File: src/rtl/blob_pkg.sv
// Shared types and default geometry for the blob labelling pipeline and its
// frame sequencer.
package blob_pkg;

  localparam int IMG_COL_DEF     = 800;
  localparam int IMG_ROW_DEF     = 600;
  localparam int FLUSH_CYC_DEF   = 200;
  localparam int RESOLVE_MAX_DEF = 262144;
  localparam int BLOB_CNT_W      = 8;

  typedef logic [BLOB_CNT_W-1:0] blob_count_t;

  typedef enum logic [2:0] {
    S_IDLE,
    S_WAIT_SOF,
    S_STREAM,
    S_FLUSH,
    S_RESOLVE,
    S_DONE
  } blob_ctrl_state_e;

endpackage

File: src/rtl/blob_frame_ctrl_if.sv
// Camera-side pixel stream plus the control/result signals of the blob
// labelling pipeline, as seen by the frame sequencer (master) and its peer.
interface blob_frame_ctrl_if #(
  parameter int CNT_W = blob_pkg::BLOB_CNT_W
);
  // o_blob_valid frames the whole capture+flush window, o_blob_data_valid
  // qualifies o_blob_seq per cycle, i_blob_valid is a one-cycle result strobe;
  // there is no backpressure in either direction.
  logic             i_sof;
  logic             i_pix_valid;
  logic             i_pix_bin;
  logic             o_blob_valid;
  logic             o_blob_data_valid;
  logic             o_blob_proc;
  logic             o_blob_seq;
  logic             i_blob_valid;
  logic [CNT_W-1:0] i_blob_count;

  modport master (
    input  i_sof, i_pix_valid, i_pix_bin, i_blob_valid, i_blob_count,
    output o_blob_valid, o_blob_data_valid, o_blob_proc, o_blob_seq
  );

  modport slave (
    output i_sof, i_pix_valid, i_pix_bin, i_blob_valid, i_blob_count,
    input  o_blob_valid, o_blob_data_valid, o_blob_proc, o_blob_seq
  );

endinterface

File: src/rtl/blob_pix_counter.sv
// Column/row position of the next pixel in a frame; flags when that pixel is
// the last one of the frame.
module blob_pix_counter #(
  parameter int IMG_COL = blob_pkg::IMG_COL_DEF,
  parameter int IMG_ROW = blob_pkg::IMG_ROW_DEF
) (
  input  logic clk,
  input  logic rst_n,
  input  logic clear,
  input  logic advance,
  output logic last
);

  localparam int CW = (IMG_COL > 1) ? $clog2(IMG_COL) : 1;
  localparam int RW = (IMG_ROW > 1) ? $clog2(IMG_ROW) : 1;
  localparam logic [CW-1:0] COL_LAST = CW'(IMG_COL - 1);
  localparam logic [RW-1:0] ROW_LAST = RW'(IMG_ROW - 1);

  logic [CW-1:0] col;
  logic [RW-1:0] row;

  // A pixel accepted together with clear is pixel (0,0), so the next is (0,1).
  always_ff @(posedge clk or negedge rst_n) begin
    if (!rst_n) begin
      col <= '0;
      row <= '0;
    end else if (clear) begin
      col <= advance ? CW'(1) : '0;
      row <= '0;
    end else if (advance) begin
      if (col == COL_LAST) begin
        col <= '0;
        row <= (row == ROW_LAST) ? '0 : row + 1'b1;
      end else begin
        col <= col + 1'b1;
      end
    end
  end

  assign last = (col == COL_LAST) && (row == ROW_LAST);

endmodule

File: src/rtl/blob_frame_ctrl.sv
// Per-frame sequencer for the blob labelling pipeline: gates one frame in,
// flushes, waits for the result and latches the blob count.
// Define BLOB_FRAME_CTRL_CONT_EN for continuous (free-running) frame mode.
module blob_frame_ctrl
  import blob_pkg::*;
#(
  parameter int IMG_COL     = IMG_COL_DEF,
  parameter int IMG_ROW     = IMG_ROW_DEF,
  parameter int FLUSH_CYC   = FLUSH_CYC_DEF,
  parameter int RESOLVE_MAX = RESOLVE_MAX_DEF,
  parameter int CNT_W       = BLOB_CNT_W
) (
  input  logic                i_clk,
  input  logic                i_rst_n,
  input  logic                i_start,
  input  logic                i_abort,
  blob_frame_ctrl_if.master   bus,
  output logic                o_busy,
  output logic                o_done,
  output logic [CNT_W-1:0]    o_count,
  output logic                o_timeout,
  output logic                o_resync,
  output blob_ctrl_state_e    o_state
);

  localparam int FW = $clog2(FLUSH_CYC + 1);
  localparam int RW = (RESOLVE_MAX > 1) ? $clog2(RESOLVE_MAX) : 1;
  localparam logic [FW-1:0] FLUSH_LAST = FW'(FLUSH_CYC);
  localparam logic [RW-1:0] RES_LAST   = RW'(RESOLVE_MAX - 1);

  blob_ctrl_state_e state;
  logic [FW-1:0]    flush_cnt;
  logic [RW-1:0]    res_cnt;
  logic             pix_adv;
  logic             pix_clr;
  logic             pix_last;

  assign pix_adv = !i_abort && (state == S_STREAM) && bus.i_pix_valid;
  assign pix_clr = !i_abort && bus.i_sof &&
                   ((state == S_WAIT_SOF) || (state == S_STREAM));

  blob_pix_counter #(
    .IMG_COL (IMG_COL),
    .IMG_ROW (IMG_ROW)
  ) u_pix_counter (
    .clk     (i_clk),
    .rst_n   (i_rst_n),
    .clear   (pix_clr),
    .advance (pix_adv),
    .last    (pix_last)
  );

  always_ff @(posedge i_clk or negedge i_rst_n) begin
    if (!i_rst_n) begin
      state                 <= S_IDLE;
      flush_cnt             <= '0;
      res_cnt               <= '0;
      bus.o_blob_valid      <= 1'b0;
      bus.o_blob_data_valid <= 1'b0;
      bus.o_blob_proc       <= 1'b0;
      bus.o_blob_seq        <= 1'b0;
      o_done                <= 1'b0;
      o_count               <= '0;
      o_timeout             <= 1'b0;
      o_resync              <= 1'b0;
    end else begin
      o_done                <= 1'b0;
      o_resync              <= 1'b0;
      bus.o_blob_data_valid <= 1'b0;
      if (i_abort) begin
        state            <= S_IDLE;
        bus.o_blob_valid <= 1'b0;
        bus.o_blob_proc  <= 1'b0;
      end else begin
        case (state)
          S_IDLE: begin
            if (i_start) begin
              state     <= S_WAIT_SOF;
              o_timeout <= 1'b0;
            end
          end
          S_WAIT_SOF: begin
            if (bus.i_sof) begin
              state            <= S_STREAM;
              bus.o_blob_valid <= 1'b1;
              bus.o_blob_proc  <= 1'b1;
`ifdef BLOB_FRAME_CTRL_CONT_EN
              o_timeout        <= 1'b0;
`endif
            end
          end
          S_STREAM: begin
            if (bus.i_pix_valid) begin
              bus.o_blob_data_valid <= 1'b1;
              bus.o_blob_seq        <= bus.i_pix_bin;
            end
            // A mid-frame SOF restarts the position count; the pipeline keeps running.
            if (bus.i_sof) begin
              o_resync <= 1'b1;
            end else if (bus.i_pix_valid && pix_last) begin
              state     <= S_FLUSH;
              flush_cnt <= '0;
            end
          end
          S_FLUSH: begin
            // The last pixel is still on the bus in the first FLUSH cycle,
            // so the state lasts one cycle longer than the data-less window.
            if (flush_cnt == FLUSH_LAST) begin
              state            <= S_RESOLVE;
              bus.o_blob_valid <= 1'b0;
              res_cnt          <= '0;
            end else begin
              flush_cnt <= flush_cnt + 1'b1;
            end
          end
          S_RESOLVE: begin
            if (bus.i_blob_valid) begin
              state           <= S_DONE;
              o_count         <= bus.i_blob_count;
              o_done          <= 1'b1;
              bus.o_blob_proc <= 1'b0;
            end else if (res_cnt == RES_LAST) begin
              state           <= S_DONE;
              o_timeout       <= 1'b1;
              o_done          <= 1'b1;
              bus.o_blob_proc <= 1'b0;
            end else begin
              res_cnt <= res_cnt + 1'b1;
            end
          end
          S_DONE: begin
`ifdef BLOB_FRAME_CTRL_CONT_EN
            state <= S_WAIT_SOF;
`else
            state <= S_IDLE;
`endif
          end
          default: state <= S_IDLE;
        endcase
      end
    end
  end

  assign o_busy  = (state != S_IDLE);
  assign o_state = state;

endmodule

File: src/flat_wrapper.sv
// flat-port wrapper written by rule: the top's interface ports become plain ports
module blob_frame_ctrl_flat import blob_pkg::*;
#(
  parameter int IMG_COL     = IMG_COL_DEF,
  parameter int IMG_ROW     = IMG_ROW_DEF,
  parameter int FLUSH_CYC   = FLUSH_CYC_DEF,
  parameter int RESOLVE_MAX = RESOLVE_MAX_DEF,
  parameter int CNT_W       = BLOB_CNT_W
)
  (i_clk, i_rst_n, i_start, i_abort, o_busy, o_done, o_count, o_timeout, o_resync, o_state, bus_i_sof, bus_i_pix_valid, bus_i_pix_bin, bus_i_blob_valid, bus_i_blob_count, bus_o_blob_valid, bus_o_blob_data_valid, bus_o_blob_proc, bus_o_blob_seq);
  blob_frame_ctrl_if #(.CNT_W(CNT_W)) bus_i ();
  input  logic i_clk;
  input  logic i_rst_n;
  input  logic i_start;
  input  logic i_abort;
  output logic o_busy;
  output logic o_done;
  output logic [CNT_W-1:0] o_count;
  output logic o_timeout;
  output logic o_resync;
  output blob_ctrl_state_e o_state;
  input wire logic [$bits(bus_i.i_sof)-1:0] bus_i_sof;
  input wire logic [$bits(bus_i.i_pix_valid)-1:0] bus_i_pix_valid;
  input wire logic [$bits(bus_i.i_pix_bin)-1:0] bus_i_pix_bin;
  input wire logic [$bits(bus_i.i_blob_valid)-1:0] bus_i_blob_valid;
  input wire logic [$bits(bus_i.i_blob_count)-1:0] bus_i_blob_count;
  output wire logic [$bits(bus_i.o_blob_valid)-1:0] bus_o_blob_valid;
  output wire logic [$bits(bus_i.o_blob_data_valid)-1:0] bus_o_blob_data_valid;
  output wire logic [$bits(bus_i.o_blob_proc)-1:0] bus_o_blob_proc;
  output wire logic [$bits(bus_i.o_blob_seq)-1:0] bus_o_blob_seq;
  assign bus_i.i_sof = bus_i_sof;
  assign bus_i.i_pix_valid = bus_i_pix_valid;
  assign bus_i.i_pix_bin = bus_i_pix_bin;
  assign bus_i.i_blob_valid = bus_i_blob_valid;
  assign bus_i.i_blob_count = bus_i_blob_count;
  assign bus_o_blob_valid = bus_i.o_blob_valid;
  assign bus_o_blob_data_valid = bus_i.o_blob_data_valid;
  assign bus_o_blob_proc = bus_i.o_blob_proc;
  assign bus_o_blob_seq = bus_i.o_blob_seq;
  blob_frame_ctrl #(.IMG_COL(IMG_COL), .IMG_ROW(IMG_ROW), .FLUSH_CYC(FLUSH_CYC), .RESOLVE_MAX(RESOLVE_MAX), .CNT_W(CNT_W)) u_core (.i_clk(i_clk), .i_rst_n(i_rst_n), .i_start(i_start), .i_abort(i_abort), .bus(bus_i), .o_busy(o_busy), .o_done(o_done), .o_count(o_count), .o_timeout(o_timeout), .o_resync(o_resync), .o_state(o_state));
endmodule
File: config.mk
export PLATFORM = sky130hd
export DESIGN_NAME = blob_frame_ctrl_flat
export DESIGN_NICKNAME = d
export VERILOG_FILES = /design/src/rtl/blob_pkg.sv /design/src/rtl/blob_frame_ctrl_if.sv /design/src/rtl/blob_pix_counter.sv /design/src/rtl/blob_frame_ctrl.sv /design/src/flat_wrapper.sv
export SDC_FILE = /design/constraint.sdc
export NUM_CORES = 1
export LEC_CHECK = 0
export ABC_AREA = 1
export CORE_ASPECT_RATIO = 0.6
export CORE_UTILIZATION = 52
export CTS_CLUSTER_SIZE = 28
export DETAILED_ROUTE_END_ITERATION = 16
export PLACE_DENSITY = 0.8
export SLEW_MARGIN = 20
export SYNTH_ARGS = -nofsm -noshare
export SYNTH_HDL_FRONTEND = slang
export SYNTH_HIERARCHICAL = 1
export SYNTH_SLANG_ARGS = --single-unit
File: constraint.sdc
create_clock -name i_clk -period 1.79 [get_ports i_clk]
set_input_delay 0.358 -clock i_clk [delete_from_list [all_inputs] [get_ports i_clk]]
set_output_delay 0.358 -clock i_clk [all_outputs]
set_load 0.1 [all_outputs]
==> metrics.md, run 1 <==
| Metric | Value |
|---|---|
| Post-route DRC violation count | 2 |
| Fin. Hold Viols | 0 |
| Max-cap violations | 0 |
| Avg Cell Area, Syn | 7.70 sq um |
| Outcome | complete, but fails checks |
| TritonRoute pass-1 iters | 14 |
| Most used cell, CP | o21ai_0 |
| Fin area | 5590 sq um |
| Number of synthesized flops with an enable pin | 0 |
| Placed cells | between 600 and 700 |
| Element type at the critical path start | register |
| Vias in the first global route | ~3.8k |
| Clock Skew | between 0.003 and 0.004 ns |
| Initial antenna violation count | 1 |
| Gpl congestion | 0.893 |
| Layout Nets | 630 |
| Failing checks | DRC, setup timing |
| Mapped Area | 3750 sq um |
| Final setup violation count | 39 |
| Reg area | approximately 1600 sq um |
| Syn Inst Count | around 500 |
| Final worst-path cycle share | 116% |
| Worst slew pin tran | 0.374 ns |
| WP data required | 1.99 ns |
| Area of the multi-input gates | 2100 sq um |
| Site row count | 23 |
| Initial Util | 55.0% |
| Reg2Reg Launch Point | u_core/o_state[2] |
| Post-synth top flop | dfrtp_1 |
| Flop pwr share | 28.8% |
| H-Tree Depth | 3 |
| DIE AREA | 7570 sq um |
| RSZ-0062 raised after global routing | yes |
| Synth area leader | dfrtp_1 |
| Sink Count | 64 |
| Area Overhead vs Synth | 49.1% |
| Most common cell in the netlist | nand2_1 |
| IO Pins | 35 |
| Setup WS post-layout | -0.288 ns |
| Root Buffer | clkbuf_16 |
| Max-Slew Margin vs Limit | 74.8% |
| Yosys Warn Count | 6 |
| Max VDD drop | 1.26 mV |
| Crit-path leading delay family | compound AO/OA/AOI/OAI gates |
| Hold Buf Count CTS | 0 |
| Max-slew violation count | 0 |
| Setup CP Type | register to register |
| GRT Util Overall | a little under a third |
| CP Max Fanout | 15 |
| Post-synth net total | 508 |
| Crit. End Element | register |
| DR WL/cell | 18.2 microns |
| First-pass GRT wire length | 18.1 mm |
| Synth top area share | 42.7% |
| Die width | 112 microns |
| Number of port buffers | 34 |
| Non-Filler Instances | 700 |
| Psw | 0.00292 W |
| Total congestion overflow | 0 |
| Worst Path Arrival | between 2 and 2.5 ns |
| Async SR Flop Fraction | 100% |
| Layout Utilization | 82.0% |
| F_max | 0.481 GHz |
| Unique masters post-synth | 35 |
| Leakage | ~2.7 nW |
| Sw frac | 41.4% |
| Crit path buffers/inverters | 3 |
| Area of the core | 6820 sq um |
| Pwr dens | 1260 nW/um^2 |
| Via count | just over 4k |
| Clock latency on the worst-skew pair | 0.34 ns |
| Worst hold path class | input port to asynchronous set/reset pin |
| Reg clk slew, reported paths | 0.05 ns |
| Pint | approximately 0.0041 W |
| CP max stage delay | roughly 0.5 ns |
| Layout cells sized above 1 | 35.2% |
| Top cells by count, synth | nand2_1 (143), dfrtp_1 (64), inv_1 (53), nor2_1 (50), nand3_1 (40) |
| Period minus WS final | between 2 and 2.5 ns |
| Placed instance area | 4830 sq um |
| Die H | 67.8 microns |
| Logic pwr share | 47.7% |
| Largest cells by area after synthesis | dfrtp_1 (43%), nand2_1 (14%), nand3_1 (5.3%), inv_1 (5.3%), nor2_1 (5.0%) |
| Clock buffer depth | 2 |
| # diodes | 0 |
| CP max stage cell | dfrtp_4 |
| HPWL after DPL | 7.46 mm |
| Crit path launch | u_core/o_state[2] |
| Num CTS Buffers | 9 |
| Synth Register Bits | 64 |
| Clk pwr share | 23.5% |
| Number of nets with antenna violations after routing | 0 |
| Final WL | 12.8 mm |
| Initial DRC count | 607 |
| # fillers | 340 |
| Seq/Total Area, Yosys | 42.7% |
| Vias per inst | 5.89 |
| Largest net degree at the start of global routing | 65 |
| Crit-path cells | buf_4, nand2_2, inv_4, o21ai_0, nor2_2, nand2_4, buf_12, nand2_1, o21ai_0 |
| TritonCTS clock tree | yes |
## state kept, by name, indices dropped and copies added, names as in the netlist
signal                        flops
u_core/u_pix_counter/row         10
u_core/u_pix_counter/col         10
u_core/o_timeout                  1
u_core/o_state                    3
u_core/bus.o_blob_seq             1
u_core/bus.o_blob_valid           1
u_core/flush_cnt                  8
u_core/o_count                    8
u_core/o_resync                   1
u_core/res_cnt                   18
u_core/bus.o_blob_data_valid      1
u_core/o_done                     1
u_core/bus.o_blob_proc            1
## routing by layer
metal	wire, microns	global-route usage (%)	vias up
li1	-	-	1804
met1	5290	42.2	1918
met2	5710	49.4	318
met3	1260	7.90	82
met4	501	17.2	2
met5	9	0	-
## power by group through the flow
stage	sequential, W	combinational (W)	clock, W
6_report	0.00203	0.00336	0.00166
3_5_place_dp	0.00200	0.00282	0
4_1_cts	0.00199	0.00305	0.00167
3_3_place_gp	0.00199	0.00274	0
2_1_floorplan	0.00272	0.000861	0
5_1_grt	0.00205	0.00352	0.00174
## worst reg2reg max path, delay by kind of cell, from the launching register on
kind / cells / cell delay [ns]
AO/OA/AOI/OAI: 2 / 0.51
flip-flops: 1 / 0.50
AND/OR/NAND/NOR: 4 / 0.50
buffers and inverters: 3 / 0.43
## cell type report
cell class	count	share of cell area, %
Multi-Input combinational cell	354	37.6
Clock buffer	15	4.97
Sequential cell	64	28.9
Inverter	62	4.47
Tap cell	87	1.95
Timing Repair Buffer	118	22.2
## cell families (layout without fill, tap and decap cells)
logic type / after synthesis / in the layout / share of synthesized area, %
buf+inv: 69 / 195 / 8.04
flops: 64 / 64 / 42.7
mux: 9 / 9 / 2.70
fa+ha+maj: 5 / 5 / 1.67
xor+xnor: 19 / 19 / 4.44
simple gates: 272 / 272 / 32.4
compound gates: 49 / 49 / 8.04
## placed cells by master (no fill, tap or decap), types with 2 or more instances in the layout
cell | netlist | final
dfrtp_4 | 0 | 3
clkinv_1 | 2 | 2
nand2_4 | 1 | 4
buf_12 | 0 | 22
o211ai_1 | 2 | 2
nor3_1 | 5 | 2
nand2_1 | 143 | 129
clkdlybuf4s50_1 | 0 | 14
nand3_2 | 3 | 4
clkbuf_16 | 0 | 9
clkbuf_1 | 0 | 3
dfrtp_2 | 0 | 2
o21ai_2 | 9 | 12
clkbuf_8 | 0 | 3
inv_2 | 6 | 8
nor2_4 | 1 | 11
xor2_1 | 13 | 13
inv_1 | 53 | 46
buf_4 | 0 | 73
a21oi_1 | 7 | 5
o22ai_2 | 0 | 2
o21ai_0 | 17 | 12
inv_4 | 1 | 5
or2_2 | 3 | 3
nand3b_1 | 6 | 6
o21bai_1 | 2 | 2
nor2_2 | 3 | 6
nand3_1 | 40 | 38
nor3_2 | 0 | 3
buf_6 | 5 | 7
ha_1 | 5 | 2
nand4_1 | 9 | 9
mux2_2 | 9 | 9
ha_4 | 0 | 2
xnor2_1 | 6 | 6
nor2_1 | 50 | 37
dfrtp_1 | 64 | 59
o21ai_1 | 7 | 9
nand2_2 | 6 | 16
## worst paths after layout
check,cells past startpoint,slack (ns),to
max in group asynchronous,2,1.44,u_core/o_state[2]
max reg2reg,9,-0.29,u_core/res_cnt[0]
min reg2reg,2,0.50,u_core/u_pix_counter/row[9]
min in group i_clk,2,0.50,u_core/u_pix_counter/row[9]
max,9,-0.29,u_core/res_cnt[0]
min,2,0.02,u_core/u_pix_counter/row[0]
## per-stage QoR
stage | worst slack, ns | hold WS [ns] | setup TNS, ns | power (W)
after floorplan | -0.113 | 0.0624 | -1.49 | 0.00358
after global placement | -0.215 | 0.400 | -5.84 | 0.00472
after global routing | -0.240 | 0.0530 | -5.66 | 0.00732
after detailed placement | -0.335 | 0.400 | -8.10 | 0.00482
final | -0.288 | 0.0241 | -4.13 | 0.00705
after CTS | -0.0584 | 0.0528 | -0.524 | 0.00671
## repair_timing
| item | in CTS | in global routing |
|---|---|---|
| setup buffers | 12 | 17 |
| pin swaps | 14 | 21 |
| gates cloned | 3 | 0 |
| gates resized for setup | 31 | 55 |
| endpoints found under the hold margin | 0 | 0 |
| endpoints found under the setup margin | 18 | 48 |
Note: power is estimated with default switching activity, not from simulation.
==> run 2: changes to the inputs <==
PLACE_DENSITY = 0.76   (was 0.8)
==> run 2 against run 1 <==
Compared with the run above:
- the flow still finishes with violations (DRC, setup timing)
- die area unchanged
- via count decreased by 5.2%
- cell count unchanged
- cell area about the same
- count of clock-buffer cells in the layout decreased by 4
- clock skew increased by 0.0017 ns
- utilization about the same
- setup slack improved by 0.20 ns
==> metrics.md, run 2 (same netlist as run 1, synthesis figures left out) <==
| Metric | Value |
|---|---|
| Outcome | complete, but fails checks |
| Failing checks | DRC, setup timing |
| Commonest cells after routing, fill and taps aside | nand2_1 (128), buf_4 (75), dfrtp_1 (61), inv_1 (47), nor2_1 (39) |
| Clk pwr share | 24.2% (+0.7 points) |
| Number of nets with antenna violations after routing | 0 (unchanged) |
| Root Buffer | clkbuf_16 |
| Post-route DRC violation count | 2 (unchanged) |
| H-Tree Depth | 3 (unchanged) |
| Worst hold path class | register to register |
| DIE AREA | 7570 sq um (unchanged) |
| Gpl congestion | 0.911 (+2.0%) |
| Flop pwr share | 29.1% (+0.3 points) |
| WP data required | 2.01 ns (+0.02 ns) |
| F_max | 0.531 GHz (+10%) |
| TritonRoute pass-1 iters | 11 (-3) |
| Leakage | 2.77 nW (+1.3%) |
| Initial Util | 55.0% (unchanged) |
| Reg clk slew, reported paths | 0.05 ns (about the same) |
| Site row count | 23 (unchanged) |
| Max VDD drop | 1.28 mV (+1.7%) |
| # diodes | 0 (unchanged) |
| Die width | 112 microns (unchanged) |
| DR WL/cell | 16.8 microns (-8.2%) |
| Total congestion overflow | 0 (unchanged) |
| Biggest regs | u_core/res_cnt x18, u_core/u_pix_counter/col x10, u_core/u_pix_counter/row x10 |
| Final WL | 11.7 mm (-8.2%) |
| Clock buffer depth | 2 (unchanged) |
| Psw | 0.00291 W (-0.29%) |
| Most used cell, CP | nand2_1 |
| Sink Count | 64 (unchanged) |
| Vias in the first global route | 3640 (-3.8%) |
| Period minus WS final | 1.88 ns (-0.195 ns) |
| Number of port buffers | 34 (unchanged) |
| Max-cap violations | 0 (unchanged) |
| Sw frac | 41.3% (-0.050 points) |
| Num CTS Buffers | 9 (unchanged) |
| Initial DRC count | 371 (-39%) |
| TritonCTS clock tree | yes |
| Fin area | 5600 sq um (about the same) |
| CP Max Fanout | 2 (-13) |
| Worst Hold Depth | 2 |
| Layout Utilization | 82.0% (about the same) |
| Worst slack, placed | -0.305 ns (+0.0304 ns) |
| CP max stage cell | dfrtp_1 |
| IO Pins | 35 (unchanged) |
| Worst slew pin tran | 0.453 ns (+0.0794 ns) |
| Reg2Reg Depth | 14 (+5) |
| Worst Path Arrival | 2.10 ns (-0.18 ns) |
| RSZ-0062 raised after global routing | yes |
| Clock latency on the worst-skew pair | 0.33 ns (about the same) |
| Element type at the critical path start | register |
| Setup WS post-layout | -0.0928 ns (+0.195 ns) |
| Vias per inst | 5.58 (-5.2%) |
| Placed instance area | 4780 sq um (-0.98%) |
| Number of flip-flops under the largest register name | 18 (unchanged) |
| Pwr dens | 1260 nW/um^2 (-0.22%) |
| Max-Slew Margin vs Limit | 69.8% (-5.0 points) |
| Area of the core | 6820 sq um (unchanged) |
| Crit. End Element | register |
| Leading cell type in the layout, fill and taps excluded | nand2_1 |
| Via count | 3908 (-5.2%) |
| GRT Util Overall | 30.8% (-1.1 points) |
| Crit-path leading delay family | simple AND/OR/NAND/NOR gates |
| Final worst-path cycle share | 105% (-11 points) |
| Max-slew violation count | 0 (unchanged) |
| Setup CP Type | register to register |
| Die H | 67.8 microns (unchanged) |
| Initial antenna violation count | 0 (-1) |
| Crit-path cells | ha_4, nand3_4, nor2_4, nand2_2, nor2_4, nand2_2, nand3_2, buf_4, buf_4, nand2_1, nand2_1, nand2_1, o21bai_1, nand2_1 |
| Area Overhead vs Synth | 49.2% (about the same) |
| Final setup violation count | 18 (-54%) |
| Clock Skew | 0.00494 ns (+0.00170 ns) |
| HPWL after DPL | 7.37 mm (-1.2%) |
| Crit path buffers/inverters | 2 (-1) |
| Largest net degree at the start of global routing | 25 (-62%) |
| Layout Nets | 630 (unchanged) |
| CP max stage delay | 0.39 ns (-0.11 ns) |
| Pint | 0.00413 W (about the same) |
| Layout cells sized above 1 | 34.6% (-0.65 points) |
| First-pass GRT wire length | 17.6 mm (-2.6%) |
| Reg with most FFs | u_core/res_cnt |
| Logic pwr share | 46.7% (-1.0 points) |
| Fin. Hold Viols | 0 (unchanged) |
| Crit. path cell count | 14 (+5) |
[run 2: changes by cell type in the layout (fill, tap and decap cells not counted), moves of 3 or more]
cell,before,now
nand3_1,38,35
nand3_2,4,7
buf_6,7,1
clkinv_2,0,3
[run 2: per-layer routing]
metal	wire length [microns]	up-vias	track usage, %
li1	-	1808	-
met1	5080	1877	40.7
met2	5540	198	49.9
met3	895	25	7.18
met4	208	0	12.2
met5	0	-	0
[run 2: power by group through the flow]
stage	combinational [W]	sequential (W)	clock, W
floorplan	0.000861	0.00272	0
global placement	0.00263	0.00201	0
detailed placement	0.00270	0.00202	0
CTS	0.00296	0.00202	0.00173
global route	0.00342	0.00208	0.00177
finish	0.00328	0.00205	0.00171
[run 2: area by class of cell]
cell class,instances,area [sq um]
clock buffers,11,243
well taps,87,109
clock inverters,4,45.0
inverters,62,245
flip-flops and latches,64,1610
fillers,388,1220
multi-input cells,354,2090
repair buffers,118,1250
[run 2: repair_timing]
| item | in CTS | in global routing |
|---|---|---|
| endpoints found under the setup margin | 22 | 49 |
| hold endpoints to repair | 12 | 0 |
| buffers inserted | 15 | 14 |
| gates cloned | 2 | 1 |
| hold buffers | 1 | 0 |
| gates resized for setup | 25 | 46 |
| pin swaps | 13 | 16 |
[run 2: metrics by stage]
stage / instances / setup TNS (ns) / hold WS [ns] / power [W]
after detailed placement: 652 / -8.05 / 0.326 / 0.00472
final: 700 / -0.877 / 0.496 / 0.00703
after global routing: 700 / -2.55 / 0.519 / 0.00727
after floorplan: 487 / -1.49 / 0.0624 / 0.00358
after CTS: 685 / -0.235 / 0.489 / 0.00671
after global placement: 652 / -4.90 / 0.311 / 0.00464
[run 2: worst paths after layout]
check	startpoint	endpoint	slack, ns
min	u_core/u_pix_counter/row[9]	u_core/u_pix_counter/row[9]	0.50
max	u_core/u_pix_counter/col[0]	u_core/o_state[1]	-0.09
max in group asynchronous	i_rst_n	u_core/o_state[2]	0.77
max reg2reg	u_core/u_pix_counter/col[0]	u_core/o_state[1]	-0.09
min in group asynchronous	i_rst_n	u_core/u_pix_counter/row[1]	0.51
min reg2reg	u_core/u_pix_counter/row[9]	u_core/u_pix_counter/row[9]	0.50
[run 2: worst register-to-register path, stage by stage, from the launching register on]
cell and delay, ns:
dfrtp_1 0.39, ha_4 0.17, nand3_4 0.09, nor2_4 0.14, nand2_2 0.10, nor2_4 0.13, nand2_2 0.08, nand3_2 0.08
buf_4 0.10, buf_4 0.08, nand2_1 0.04, nand2_1 0.09, nand2_1 0.07, o21bai_1 0.13, nand2_1 0.08
